==> src/rtl/i2s_rx_pkg.sv <==
// rtl/i2s_rx_pkg.sv - shared I2S slot constants and capture state type
package i2s_rx_pkg;

   localparam int FRAME_SLOTS = 64;
   localparam int SLOT_W      = $clog2(FRAME_SLOTS);

   localparam logic [SLOT_W-1:0] SLOT_LEFT_START  = SLOT_W'(1);
   localparam logic [SLOT_W-1:0] SLOT_RIGHT_START = SLOT_W'(33);

   typedef enum logic [1:0] {
      ST_IDLE,
      ST_LEFT,
      ST_GAP,
      ST_RIGHT
   } cap_state_t;

endpackage

==> src/rtl/i2s_shift.sv <==
// rtl/i2s_shift.sv - MSB-first serial-in shift register with clear and shift-enable
module i2s_shift #(
   parameter int BITS = 24
) (
   input  logic            ck,
   input  logic            rst,
   input  logic            clr,
   input  logic            shift,
   input  logic            d,
   output logic [BITS-1:0] q
);

   // Shift-and-or form keeps BITS=1 legal without a zero-width slice.
   always_ff @(posedge ck) begin
      if (rst || clr) begin
         q <= '0;
      end else if (shift) begin
         q <= (q << 1) | BITS'(d);
      end
   end

endmodule

==> src/rtl/i2s_rx.sv <==
// rtl/i2s_rx.sv - I2S stereo receiver: slot-tracked capture with a one-deep output holding register
module i2s_rx
   import i2s_rx_pkg::*;
#(
   parameter int BITS = 24
) (
   input  logic              ck,
   input  logic              rst,
   input  logic              en,
   input  logic [SLOT_W-1:0] frame_posn,
   input  logic              sd,
   output logic [BITS-1:0]   left,
   output logic [BITS-1:0]   right,
   output logic              valid,
   input  logic              ready,
   output logic              overflow,
   output logic [7:0]        drops
);

   localparam logic [SLOT_W-1:0] LEFT_LAST  = SLOT_W'(int'(SLOT_LEFT_START) + BITS - 1);
   localparam logic [SLOT_W-1:0] RIGHT_LAST = SLOT_W'(int'(SLOT_RIGHT_START) + BITS - 1);

   logic              sd_s1, sd_s2;
   logic              en_d1, en_d2;
   logic [SLOT_W-1:0] posn_d1, posn_d2;

   cap_state_t        state;
   logic [SLOT_W-1:0] exp_slot;

   logic              sof, in_seq, slip, clr;
   logic              shift_l, shift_r, complete;
   logic [BITS-1:0]   l_q, r_q, r_next;

   // en/frame_posn ride two stages so each strobe meets the sd bit it framed.
   always_ff @(posedge ck) begin
      if (rst) begin
         sd_s1   <= 1'b0;
         sd_s2   <= 1'b0;
         en_d1   <= 1'b0;
         en_d2   <= 1'b0;
         posn_d1 <= '0;
         posn_d2 <= '0;
      end else begin
         sd_s1   <= sd;
         sd_s2   <= sd_s1;
         en_d1   <= en;
         en_d2   <= en_d1;
         posn_d1 <= frame_posn;
         posn_d2 <= posn_d1;
      end
   end

   always_comb begin
      sof      = en_d2 && (posn_d2 == '0);
      in_seq   = (posn_d2 == exp_slot);
      slip     = en_d2 && (state != ST_IDLE) && !sof && !in_seq;
      clr      = sof || slip;
      shift_l  = en_d2 && (state == ST_LEFT) && in_seq &&
                 (posn_d2 >= SLOT_LEFT_START) && (posn_d2 <= LEFT_LAST);
      shift_r  = en_d2 && ((state == ST_GAP) || (state == ST_RIGHT)) && in_seq &&
                 (posn_d2 >= SLOT_RIGHT_START) && (posn_d2 <= RIGHT_LAST);
      complete = shift_r && (posn_d2 == RIGHT_LAST);
      r_next   = (r_q << 1) | BITS'(sd_s2);
   end

   always_ff @(posedge ck) begin
      if (rst) begin
         state    <= ST_IDLE;
         exp_slot <= '0;
      end else if (en_d2) begin
         exp_slot <= posn_d2 + SLOT_W'(1);
         if (sof) begin
            state <= ST_LEFT;
         end else begin
            unique case (state)
               ST_IDLE: state <= ST_IDLE;
               ST_LEFT: begin
                  if (!in_seq)                    state <= ST_IDLE;
                  else if (posn_d2 == LEFT_LAST)  state <= ST_GAP;
               end
               ST_GAP: begin
                  if (!in_seq)                           state <= ST_IDLE;
                  else if (posn_d2 == SLOT_RIGHT_START)  state <= complete ? ST_IDLE : ST_RIGHT;
               end
               ST_RIGHT: begin
                  if (!in_seq || complete) state <= ST_IDLE;
               end
               default: state <= ST_IDLE;
            endcase
         end
      end
   end

   i2s_shift #(.BITS(BITS)) u_shift_left (
      .ck    (ck),
      .rst   (rst),
      .clr   (clr),
      .shift (shift_l),
      .d     (sd_s2),
      .q     (l_q)
   );

   i2s_shift #(.BITS(BITS)) u_shift_right (
      .ck    (ck),
      .rst   (rst),
      .clr   (clr),
      .shift (shift_r),
      .d     (sd_s2),
      .q     (r_q)
   );

   // The last right bit is folded in directly so the pair lands on the completing edge.
   always_ff @(posedge ck) begin
      if (rst) begin
         left     <= '0;
         right    <= '0;
         valid    <= 1'b0;
         overflow <= 1'b0;
         drops    <= '0;
      end else if (complete) begin
         if (!valid || ready) begin
            left  <= l_q;
            right <= r_next;
            valid <= 1'b1;
         end else begin
            overflow <= 1'b1;
            if (drops != 8'hFF) drops <= drops + 8'd1;
         end
      end else if (valid && ready) begin
         valid <= 1'b0;
      end
   end

endmodule

==> config.mk <==
export PLATFORM = sky130hd
export DESIGN_NAME = i2s_rx
export DESIGN_NICKNAME = d
export VERILOG_FILES = /design/src/rtl/i2s_rx_pkg.sv /design/src/rtl/i2s_shift.sv /design/src/rtl/i2s_rx.sv
export SDC_FILE = /design/constraint.sdc
export NUM_CORES = 1
export LEC_CHECK = 0
export CAP_MARGIN = 20
export CORE_AREA = 2 2 129 81
export CTS_CLUSTER_DIAMETER = 80
export CTS_CLUSTER_SIZE = 16
export DETAILED_ROUTE_END_ITERATION = 16
export DIE_AREA = 0 0 131 83
export GPL_TIMING_DRIVEN = 0
export MAX_ROUTING_LAYER = met4
export PLACE_DENSITY = 0.77
export REMOVE_ABC_BUFFERS = 1
export SYNTH_ARGS = -nofsm -noshare
export SYNTH_HDL_FRONTEND = slang
export SYNTH_SLANG_ARGS = --single-unit
==> constraint.sdc <==
create_clock -name ck -period 3 [get_ports ck]
set_input_delay 0.3 -clock ck [delete_from_list [all_inputs] [get_ports ck]]
set_output_delay 0.3 -clock ck [all_outputs]
set_load 0.01 [all_outputs]
# Yosys cells after proc, flatten, opt, wreduce, memory -nomap -nowiden
# Index checks and enable logic that the tools add are counted.
op_classes:
  n_mul: 0
  reduce_logical: 31
  div_mod_pow: 0
  eq_ne: 12
  bitwise_logic: 3
  magnitude_cmp: 4
  shifts: 0
  addsub: 2
  n_mux: 11
op_table:
  columns: ["operator", "count"]
  rows:
  - ["$or 24x1->24", 2]
  - ["$logic_and 1x1->1", 14]
  - ["$mux 2", 7]
  - ["$eq 6x6->1 const B", 2]
  - ["$add 8x1->8 const B", 1]
  - ["$ne 4x3->1 const B", 2]
  - ["$ne 8x8->1 const B", 1]
  - ["$pmux 2 s4", 1]
  - ["$add 6x1->6 const B", 1]
  - ["$eq 6x5->1 const B", 1]
  - ["$eq 6x6->1", 1]
  - ["$ge 6x1->1 const B", 1]
  - ["$ge 6x6->1 const B", 1]
  - ["$le 6x5->1 const B", 1]
  - ["$le 6x6->1 const B", 1]
  - ["$logic_not 6->1", 1]
  - ["$reduce_and 2->1", 3]
  - ["$logic_or 1x1->1", 5]
  - ["$eq 2x2->1 const B", 2]
  - ["$reduce_and 4->1", 1]
  - ["$reduce_bool 2->1", 2]
  - ["$logic_not 1->1", 3]
  - ["$mux 1", 3]
  - ["$ne 3x2->1 const B", 1]
  - ["5 further kinds", 5]
totals:
  ramBits: 0
  in_bits: 11
  output_inout_bits: 58
  word_cells: 78
  mem_count: 0
  rom_bits: 0
  reg_bits: 129
  latch_bits: 0

# Longest topological paths before layout
# Gate-level depths: netlist of run 1.
depth:
  depth_word: 12
  depth_mapped: 10
  mapped_depth_nobuf: 7

# Cells and area by module
# A second synthesis of run 1 with hierarchy kept.
hier_totals:
  cells_unflattened: 546
  hier_area_um2: 5056.1
by_module_without_submodules:
  columns: ["mod", "area_per_inst_um2", "cells_per_inst", "n_inst"]
  rows:
  - ["i2s_rx", 3321.9, 388, 1]
  - ["i2s_shift", 867.1, 79, 2]

# Worst setup path after synthesis of run 1
# Ideal clock, no wire load.
synth_timing:
  kind: "reg2reg"
  startpoint: "register state[0]"
  endpoint: "register left[3]"
  t_arrival_ns: 1.947
  setup_slack_ns: 0.926
  path_stages_with_launch: 11
  n_path_buf: 3
  setup_time_ns: 0.128
  t_required_ns: 2.872
  cell_sequence: "dfxtp_1 > inv_1 > ha_1 > o211a_1 > nand3_1 > or4_1 > clkbuf_1 > buf_6 > buf_6 > mux2i_1 > nor2_1"
synth_between:
  elab_chain_cells: 8
  word_cells_on_any_way: 9
  classes_between: "2 x eq/ne; 7 x reduce/logical"
synth_rtl:
  columns: ["item", "line_no", "rtl"]
  rows:
  - ["start: declaration", "i2s_rx.sv:27", "cap_state_t state;"]
  - ["start signal: assignment", "i2s_rx.sv:83", "else if (posn_d2 == SLOT_RIGHT_START) state <= complete ? ST_IDLE : ST_RIGHT;"]
  - ["$eq 2x2->1", "i2s_rx.sv:60", "shift_r = en_d2 && ((state == ST_GAP) || (state == ST_RIGHT)) && in_seq &&"]
  - ["$logic_or 1x1->1 *", "i2s_rx.sv:60", null]
  - ["$logic_and 1x1->1 * (3 in series)", "i2s_rx.sv:60", null]
  - ["$logic_and 1x1->1 *", "i2s_rx.sv:61", "(posn_d2 >= SLOT_RIGHT_START) && (posn_d2 <= RIGHT_LAST);"]
  - ["$logic_and 1x1->1 *", "i2s_rx.sv:62", "complete = shift_r && (posn_d2 == RIGHT_LAST);"]
  - ["$reduce_and 2->1 (no source line) *", null, null]
  - ["end signal: assignment", "i2s_rx.sv:122", "left <= l_q;"]
  - ["end: declaration", "i2s_rx.sv:12", "output logic [BITS-1:0] left,"]
# Every way passes the cells marked *; elsewhere a longest branch is shown, timed or not.
# A chain may end at the register's enable or synchronous reset.

# Worst setup path in the final report of run 1
layout_timing:
  startpoint: "register en_d2"
  endpoint: "register left[0]"
layout_between:
  elab_chain_cells: 6
layout_rtl:
  columns: ["item", "line_no", "rtl"]
  rows:
  - ["start: declaration", "i2s_rx.sv:24", "logic en_d1, en_d2;"]
  - ["start signal: assignment", "i2s_rx.sv:47", "en_d2 <= en_d1;"]
  - ["$logic_and 1x1->1 (3 in series)", "i2s_rx.sv:60", null]
  - ["$logic_and 1x1->1", "i2s_rx.sv:61", null]
  - ["$logic_and 1x1->1", "i2s_rx.sv:62", null]
  - ["$reduce_and 2->1 (no source line)", null, null]
# Every way passes these cells.

==> results of run 1 <==
flip-flops by register name, summed over array words and instances, names as in the netlist:
signal / count
drops: 8
sd_s2: 1
right: 24
sd_s1: 1
posn_d2: 6
valid: 1
u_shift_left.q: 24
left: 24
u_shift_right.q: 23
state: 2
en_d1: 1
exp_slot: 6
overflow: 1
posn_d1: 6
en_d2: 1
critical path: stages (launching register included):
cell     delay (ns)
dfxtp_1        0.68
o211a_1        0.28
nand3_1        0.19
or4_4          0.76
buf_12         0.28
mux2i_1        0.18
nor2_1         0.07
metal layers:
metal / up-vias / part of all wire [%] / track usage [%]
met5: - / 0 / -
met2: 147 / 46 / 31.6
li1: 2029 / - / -
met4: 0 / 0.97 / 5.51
met3: 14 / 5.8 / 5.80
met1: 1968 / 47 / 30.8
cells by family (layout without fill, tap and decap cells):
kind of cell             count (synthesis)  in the layout
buffers and inverters                   51            113
AND/OR/NAND/NOR                        172            172
flip-flops                             129            129
XOR/XNOR                                 9              9
adder cells (fa/ha/maj)                  9              9
multiplexers                            52             52
AO/OA/AOI/OAI                          129            129
area by class of cell:
class / instances / area [um2] / area share, %
sequential: 129 / 2580 / 39.4
multi-input combinational: 371 / 2320 / 35.4
timing repair buffer: 75 / 815 / 12.4
clock buffer: 22 / 484 / 7.40
tap: 135 / 169 / 2.58
clock inverter: 10 / 154 / 2.35
inverter: 6 / 22.5 / 0.344
how the worst max path moves through the flow:
stage / endpoint / slack, ns / cells after the start / start
finish: left[0] / 0.38 / 6 / en_d2
global route: drops[7] / 0.21 / 5 / en_d2
global placement: u_shift_left.q[17] / -2.40 / 5 / posn_d2[2]
CTS: left[0] / 0.06 / 6 / en_d2
detailed placement: left[0] / 0.07 / 6 / en_d2
floorplan: u_shift_left.q[0] / -0.85 / 5 / posn_d2[2]
cell usage after synthesis (all sizes together) (2+ instances only):
cell type | count | share of area, %
nor3 | 6 | 0.68
a211oi | 5 | 0.73
a21oi | 56 | 5.5
nor2b | 22 | 2.7
mux2 | 3 | 0.66
nor2 | 63 | 4.6
clkbuf | 26 | 1.9
xnor2 | 7 | 1.6
nand2 | 6 | 0.44
or3 | 4 | 0.49
nand4 | 4 | 0.61
o21ai | 53 | 5.2
nand2b | 3 | 0.37
o211a | 2 | 0.39
ha | 9 | 2.2
nand3 | 54 | 5.3
a31oi | 3 | 0.37
dfxtp | 129 | 50
or4 | 3 | 0.44
buf | 19 | 2.4
o31ai | 2 | 0.29
xor2 | 2 | 0.34
inv | 6 | 0.44
nor4 | 2 | 0.24
mux2i | 49 | 9.6
what timing repair did:
item                       in CTS  in global routing
setup buffers                   0                  0
resized for setup               0                  1
setup endpoints to repair       0                 25
power groups by stage:
stage	Clock, mW	Sequential [mW]	Combinational, mW
6_report	2.20	1.74	0.188
5_1_grt	2.31	1.75	0.205
4_1_cts	2.23	1.74	0.186
3_5_place_dp	0	1.78	0.186
3_3_place_gp	0	1.78	0.141
2_1_floorplan	0	1.78	0.0843
through the flow:
step,setup WS (ns),std cells,total power [mW],TNS [ns]
2_1_floorplan,-0.846,506,1.86,-40.34
3_3_place_gp,-2.40,709,1.92,-147.83
3_5_place_dp,0.0708,716,1.97,0
4_1_cts,0.0553,748,4.16,0
5_1_grt,0.212,748,4.26,0
6_report,0.380,748,4.13,0
==> metrics.yaml, run 1 <==
status: "complete, no violations"
grt_pass1_wl_um: 18600
clk_latency_ns: 0.41
critical_path_class: "flip-flop to flip-flop"
grt_max_degree: 86
synth-compound-area-share_pct: 13.8
peakVddDrop_v: 0.000530
worst_pin_slew_ns: 0.866
num_io_pins: 69
comb_power_share_pct: 4.5
final_common_cell: "dfxtp_1"
utilization_pct: 68.0
drc_errors: 0
layout_common_cells: "dfxtp_1 (129), clkdlybuf4s50_1 (67), nor2_1 (63)"
async_reset_ff_share_pct: 0
fp.dieW_um: 131
synthSimpleGateAreaFrac_pct: 16.6
slew_violations: 0
timing.hold.ws_ns: 0.430
place.detailed.hpwl_um: 7110
yosysSeqAreaShare_pct: 50.5
synth_ff_type: "dfxtp_1"
final_nets: 620
slew_headroom_pct: 42.3
maxCapViolCount: 0
hold_viol_final: 0
die_area_um2: 10900
antenna_found_initial: 0
switchingPower_mw: 0.860
cp-start-kind: "flip-flop"
crit_fanout: 25
arrival_ns: 2.87
grt_pass1_vias: 3753
pwr-share-clk_pct: 53.3
final_cell_area_um2: 6550
synth_edf_count: 0
swShare_pct: 20.8
setup_viol_count_final: 0
post_synth_mux_area_share_pct: 10.2
cts_tree: "done"
placed_area_um2: 5910
clock_sinks: 129
vias: 4158
track_usage_pct: 21.9
n_fill_cell: 730
skew_ns: 0.00708
synth_top_family_by_area: "simple AND/OR/NAND/NOR gates"
grt_setup_unrepaired: "false"
postCtsHoldBufs: 0
fin_crit_ns: 2.62
grt_overflow_total: 0
first_pass_iters: 5
die_y_um: 83
max_freq_mhz: 382
clk_pin_slew_worst_paths_ns: 0.05
hold_depth: 1
area_delta_synth_final_pct: 27.9
syn-cell-area_um2: 5120
r2r_cells: 6
whs_endpoint: "posn_d2[4]"
drt-total-wl_um: 11100
root_buffer: "clkbuf_16"
wl_per_cell_um: 14.8
clockBufferDepth: 2
yosysWarnings: 0
reg2reg_slack_ns: 0.38
leakage_nw: 2.62
drive_gt1_share_pct: 8.32
ys_ff_latch: 129
port_buffers: 68
start_util_pct: 53.1
holdCritPathClass: "flip-flop to flip-flop"
drt_iter0_markers: 434
rows: 28
coreArea_um2: 9630
synth-xor-area-share_pct: 1.98
antennaDiodeCount: 0
intPower_mw: 3.27
numCtsBuffers: 17
seq_power_share_pct: 42.2
required_ns: 3.25
finalCritPeriodShare_pct: 87.3
synthAdderAreaFrac_pct: 2.20
timing.rr.end: "left[0]"
r2r-start: "en_d2"
synth.distinct_cells: 43
h-tree-depth: 4
setup.worst_path.end_class: "flip-flop"
routed_via_density: 5.56
hp-start: "posn_d1[4]"
p_per_area_nw_per_um2: 631
synth_area_per_cell_um2: 9.29
gp_congestion: 0.838
synth_cells: 551
ant_nets: 0
(Power assumes the default switching activity.)
==> inputs of run 2 (changes only) <==
- REMOVE_ABC_BUFFERS: 1 -> default
==> run 2 against run 1 <==
  * Final cell count is 4.8% higher
  * Sequential power hardly changed
  * Register-to-register slack better by 0.12 ns
  * Clock power is 7% lower
  * Critical path depth is 2 higher
  * Non-clock buffer count is 38 higher
  * Core utilization is 0.10 points higher
  * Clock-buffer cell count is 3 higher
  * Clock skew hardly changed
  * Critical path type unchanged
  * Setup slack better by 0.12 ns
  * First-iteration DRC count is 14% lower
  * Fmax is 4.8% higher
==> metrics.yaml, run 2 (same netlist as run 1, synthesis figures left out) <==
place.detailed.hpwl_um: 8180  # +15%
max_freq_mhz: 400  # +4.8%
first_pass_iters: 5  # unchanged
post_cts_buffers: 0  # unchanged
swShare_pct: 21.3  # +0.46 points
switchingPower_mw: 0.844  # -1.8%
cts_tree: "done"
layout_common_cells: "dfxtp_1 (129), clkdlybuf4s50_1 (68), nor2_1 (63)"
drive_gt1_share_pct: 8.01  # -0.31 points
vias: 4281  # +3.0%
regArea_um2: 2580  # unchanged
arrival_ns: 2.77  # -0.10 ns
comb_power_share_pct: 4.5  # about the same
hold_viol_final: 0  # unchanged
finalCritPeriodShare_pct: 83.3  # -4.0 points
skew_ns: 0.00721  # +0.000136 ns
intPower_mw: 3.13  # -4.5%
drt-total-wl_um: 11800  # +6.5%
maxCapViolCount: 0  # unchanged
drc_errors: 0  # unchanged
grt_setup_unrepaired: "false"
top_regs: "left: 24 flops, right: 24 flops, u_shift_left.q: 24 flops"
drt_iter0_markers: 375  # -14%
gp_congestion: 0.907  # +8.3%
ant_nets: 0  # unchanged
start_util_pct: 53.1  # unchanged
setup_viol_count_final: 0  # unchanged
die_y_um: 83  # unchanged
rows: 28  # unchanged
area_delta_synth_final_pct: 28.1
crit_fanout: 10  # -60%
grt_pass1_wl_um: 19600  # +5.5%
holdCritPathClass: "flip-flop to flip-flop"
peakVddDrop_v: 0.000396  # -25%
h-tree-depth: 4  # unchanged
root_buffer: "clkbuf_16"
fp.dieW_um: 131  # unchanged
seq_power_share_pct: 43.8  # +1.6 points
fin_crit_ns: 2.50  # -0.121 ns
die_area_um2: 10900  # unchanged
wl_per_cell_um: 15.1  # +1.6%
slew_violations: 0  # unchanged
multi_input_area_um2: 2290  # -1.2%
postCtsHoldBufs: 0  # unchanged
track_usage_pct: 23.5  # +1.5 points
num_io_pins: 69  # unchanged
clockBufferDepth: 2  # unchanged
pwr-share-clk_pct: 51.7  # -1.6 points
coreArea_um2: 9630  # unchanged
n_fill_cell: 722  # -1.1%
leakage_nw: 2.63  # +0.37%
p_per_area_nw_per_um2: 606  # -4.1%
port_buffers: 68  # unchanged
status: "complete, no violations"
cp-start-kind: "flip-flop"
required_ns: 3.27  # +0.02 ns
grt_pass1_vias: 3951  # +5.3%
clock_sinks: 129  # unchanged
grt_overflow_total: 0  # unchanged
finalSetupTns_ns: 0  # unchanged
routed_via_density: 5.46  # -1.8%
antennaDiodeCount: 0  # unchanged
clk_pin_slew_worst_paths_ns: 0.06  # about the same
fin_ws_ns: 0.501  # +0.121 ns
slew_headroom_pct: 51.3  # +9.0 points
final_common_cell: "dfxtp_1"
clk_latency_ns: 0.41  # about the same
grt_max_degree: 17  # -80%
syn_nets: 571
setup.worst_path.end_class: "flip-flop"
cts_resized: 0  # unchanged
critical_path_class: "flip-flop to flip-flop"
numCtsBuffers: 17  # unchanged
reg2reg_slack_ns: 0.50  # +0.12 ns
worst_pin_slew_ns: 0.723  # -0.143 ns
antenna_found_initial: 0  # unchanged
pre_cts_slack_ns: 0.549  # +0.478 ns
final_nets: 658  # +6.1%
-- run 2: changes by cell type in the layout (fill, tap and decap cells not counted), moves of 2 or more --
cell	change
clkbuf_1	+27
clkinv_2	-2
buf_4	-2
clkbuf_8	+2
buf_16	-3
o21ai_0	+2
buf_6	+4
buf_2	+10
buf_1	+4
bufinv_16	-2
-- run 2: final timing paths --
check	from	depth (start not counted)	endpoint
setup / recovery	en_d2	8	u_shift_left.q[21]
hold / removal	posn_d1[4]	1	posn_d2[4]
setup reg to reg	en_d2	8	u_shift_left.q[21]
hold reg to reg	posn_d1[4]	1	posn_d2[4]
-- run 2: final cells by class --
| class | count | area share, % |
|---|---|---|
| clock buffers | 25 | 7.86 |
| flip-flops and latches | 129 | 39.4 |
| repair buffers | 68 | 10.4 |
| multi-input cells | 371 | 35.0 |
| well taps | 135 | 2.58 |
| clock inverters | 5 | 1.14 |
| plain buffers | 45 | 3.34 |
| inverters | 6 | 0.343 |
-- run 2: stage by stage --
step           hold WS (ns)  cell area, um2  power [mW]  std cells  utilization [%]
4_1_cts               0.428            6560        3.98        784             68.1
6_report              0.434            6560        3.97        784             68.1
3_5_place_dp          0.426            5970        1.95        754             61.9
5_1_grt               0.438            6560        4.08        784             68.1
3_3_place_gp          0.419            5970        1.94        754             61.9
2_1_floorplan         0.414            5120        1.89        551                -
-- run 2: worst max-delay path, stage by stage, from the launching register on --
cell	delay, ns
dfxtp_1	0.30
buf_2	0.18
nor2b_1	0.29
nor4b_1	0.59
nor2_1	0.10
o21ai_0	0.13
buf_2	0.29
buf_1	0.38
a21oi_1	0.10
-- run 2: layer usage --
metal  global-route usage, %  share of wire, %
met5                       -                 0
met4                    7.64               1.8
met3                    6.19               6.8
met2                    32.3                42
met1                    33.5                50
-- run 2: power by group through the flow --
stage / clock network (mW) / registers (mW) / logic, mW
floorplan: 0 / 1.77 / 0.121
global route: 2.14 / 1.74 / 0.199
CTS: 2.07 / 1.74 / 0.177
finish: 2.05 / 1.74 / 0.179
detailed placement: 0 / 1.77 / 0.175
global placement: 0 / 1.77 / 0.169
==> inputs of run 3 (changes only) <==
- clock period: 3 -> 2.4 ns (I/O delays scaled with it)
==> run 3 against run 2 <==
  * Hold slack got worse by 0.053 ns
  * Setup slack got worse by 0.41 ns
  * Final cell count shrank 0.13%
  * Non-clock buffer count down 1
  * Total power increased by 25%
  * Combinational power rose by 26%
  * Die area is the same
  * First-iteration DRC count shrank 12%
  * Critical endpoint is now left[7]
==> metrics.yaml, run 3 (same netlist as run 1, synthesis figures left out) <==
status: "complete, no violations"
placed_cells: 754  # unchanged
gp_congestion: 0.907  # unchanged
coreArea_um2: 9630  # unchanged
drt_iter0_markers: 330  # -12%
top_regs: "left: 24 flops, right: 24 flops, u_shift_left.q: 24 flops"
antenna_found_initial: 0  # unchanged
die_y_um: 83  # unchanged
cts_tree: "done"
setup_viol_count_final: 0  # unchanged
r2r_cells: 9  # +1
total_power_mw: 4.96  # +25%
final_cell_area_um2: 6590  # +0.42%
area_delta_synth_final_pct: 28.7
final_common_cell: "dfxtp_1"
grtUsageMet3_pct: 6.06  # -0.13 points
drc_errors: 0  # unchanged
cpMaxStageDelayCell: "or4_4"
grt_overflow_total: 0  # unchanged
setup.worst_path.end_class: "flip-flop"
wl_per_cell_um: 15.2  # +0.71%
ant_nets: 0  # unchanged
num_io_pins: 69  # unchanged
routed_via_density: 5.45  # -0.11%
crit_fanout: 10  # unchanged
worst_pin_slew_ns: 0.702  # -0.0203 ns
start_util_pct: 53.1  # unchanged
fin_crit_ns: 2.31  # -0.188 ns
top_usage_layer: "met1"
final_nets: 657  # -0.15%
met1_usage_pct: 33.6  # +0.082 points
grt_pass1_wl_um: 19600  # +0.28%
startpoint: "state[0]"
leakage_nw: 2.65  # +0.54%
crit_top_cell: "buf_6"
postCtsHoldBufs: 0  # unchanged
place.detailed.hpwl_um: 8180  # unchanged
maxCapViolCount: 0  # unchanged
slew_headroom_pct: 52.7  # +1.4 points
r2r-start: "state[0]"
drive_gt1_share_pct: 9.57  # +1.6 points
peakVddDrop_v: 0.000495  # +25%
port_buffers: 68  # unchanged
critical_path_class: "flip-flop to flip-flop"
use_met2_pct: 32.5  # +0.14 points
drt-total-wl_um: 11900  # +0.58%
clk_latency_ns: 0.41  # about the same
grt_pass1_vias: 3968  # +0.43%
stdcell_count: 783  # -0.13%
clk_pin_slew_worst_paths_ns: 0.05  # about the same
grt_setup_unrepaired: "false"
reg2reg_slack_ns: 0.09  # -0.41 ns
slowest_delay_ns: 0.56  # -0.03 ns
arrival_ns: 2.58  # -0.19 ns
vias: 4271  # -0.23%
path_cells: "inv_1, ha_2, o211a_1, nand3_2, or4_4, buf_6, buf_6, mux2i_1, nor2_1"
skew_ns: 0.00753  # +0.000315 ns
antennaDiodeCount: 0  # unchanged
rows: 28  # unchanged
timing.rr.end: "left[7]"
numCtsBuffers: 17  # unchanged
endpoint: "left[7]"
holdCritPathClass: "input port to flip-flop"
hold_viol_final: 0  # unchanged
finalCritPeriodShare_pct: 96.3  # +13 points
fp.dieW_um: 131  # unchanged
cp.depth: 9  # +1
slew_violations: 0  # unchanged
die_area_um2: 10900  # unchanged
layout_common_cells: "dfxtp_1 (128), clkdlybuf4s50_1 (68), nor2_1 (63)"
first_pass_iters: 5  # unchanged
placed_area_um2: 5970  # unchanged
required_ns: 2.67  # -0.60 ns
crit_family: "simple AND/OR/NAND/NOR gates"
finalSetupTns_ns: 0  # unchanged
crit_buf_inv: 3  # unchanged
track_usage_pct: 23.5  # +0.056 points
max_freq_mhz: 433  # +8.1%
p_per_area_nw_per_um2: 754  # +24%
grt_max_degree: 17  # unchanged
cp-start-kind: "flip-flop"
h-tree-depth: 4  # unchanged
root_buffer: "clkbuf_16"
syn_nets: 571  # unchanged
clockBufferDepth: 2  # unchanged
clock_sinks: 129  # unchanged
run 3: report_power, final:
group	total, mW	switching [mW]	internal, mW	leakage, nW
clock network	2.56	0.887	1.68	0.295
registers	2.17	0.0107	2.16	1.04
logic	0.226	0.156	0.0701	1.31
total	4.96	1.05	3.91	2.65
run 3: metal layers:
layer	up-vias	share of wire, %
met5	-	0
met4	0	1.4
met3	27	6.5
met2	148	42
met1	1999	50
li1	2097	-
run 3: area by class of cell:
type / instances / area [um2]
Timing Repair Buffer: 69 / 688
Fill cell: 712 / 3050
Inverter: 6 / 22.5
Multi-Input combinational cell: 371 / 2320
Buffer: 43 / 215
Sequential cell: 129 / 2580
Clock inverter: 5 / 75.1
Tap cell: 135 / 169
Clock buffer: 25 / 515
run 3: how the worst min path moves through the flow:
stage / start / to / slack (ns) / depth (start not counted)
2_1_floorplan: en / en_d1 / 0.37 / 1
3_3_place_gp: posn_d1[2] / posn_d2[2] / 0.42 / 1
3_5_place_dp: posn_d1[4] / posn_d2[4] / 0.43 / 1
4_1_cts: en / en_d1 / 0.37 / 2
5_1_grt: frame_posn[1] / posn_d1[1] / 0.38 / 2
6_report: en / en_d1 / 0.38 / 2
run 3: per-stage QoR:
| stage | hold slack, ns | utilization (%) | setup WS (ns) |
|---|---|---|---|
| after global placement | 0.419 | 61.9 | 0.0452 |
| after detailed placement | 0.426 | 61.9 | 0.00888 |
| after CTS | 0.368 | 68.1 | 0.000663 |
| after floorplan | 0.368 | - | 0.326 |
| final | 0.381 | 68.4 | 0.0891 |
| after global routing | 0.378 | 68.4 | 0.0131 |
run 3: timing repair:
item                       in CTS  in global routing
setup buffers                   0                  1
cloned                          0                  0
setup endpoints to repair       1                 73
pin swaps                       0                  1
gates resized for setup         1                  8
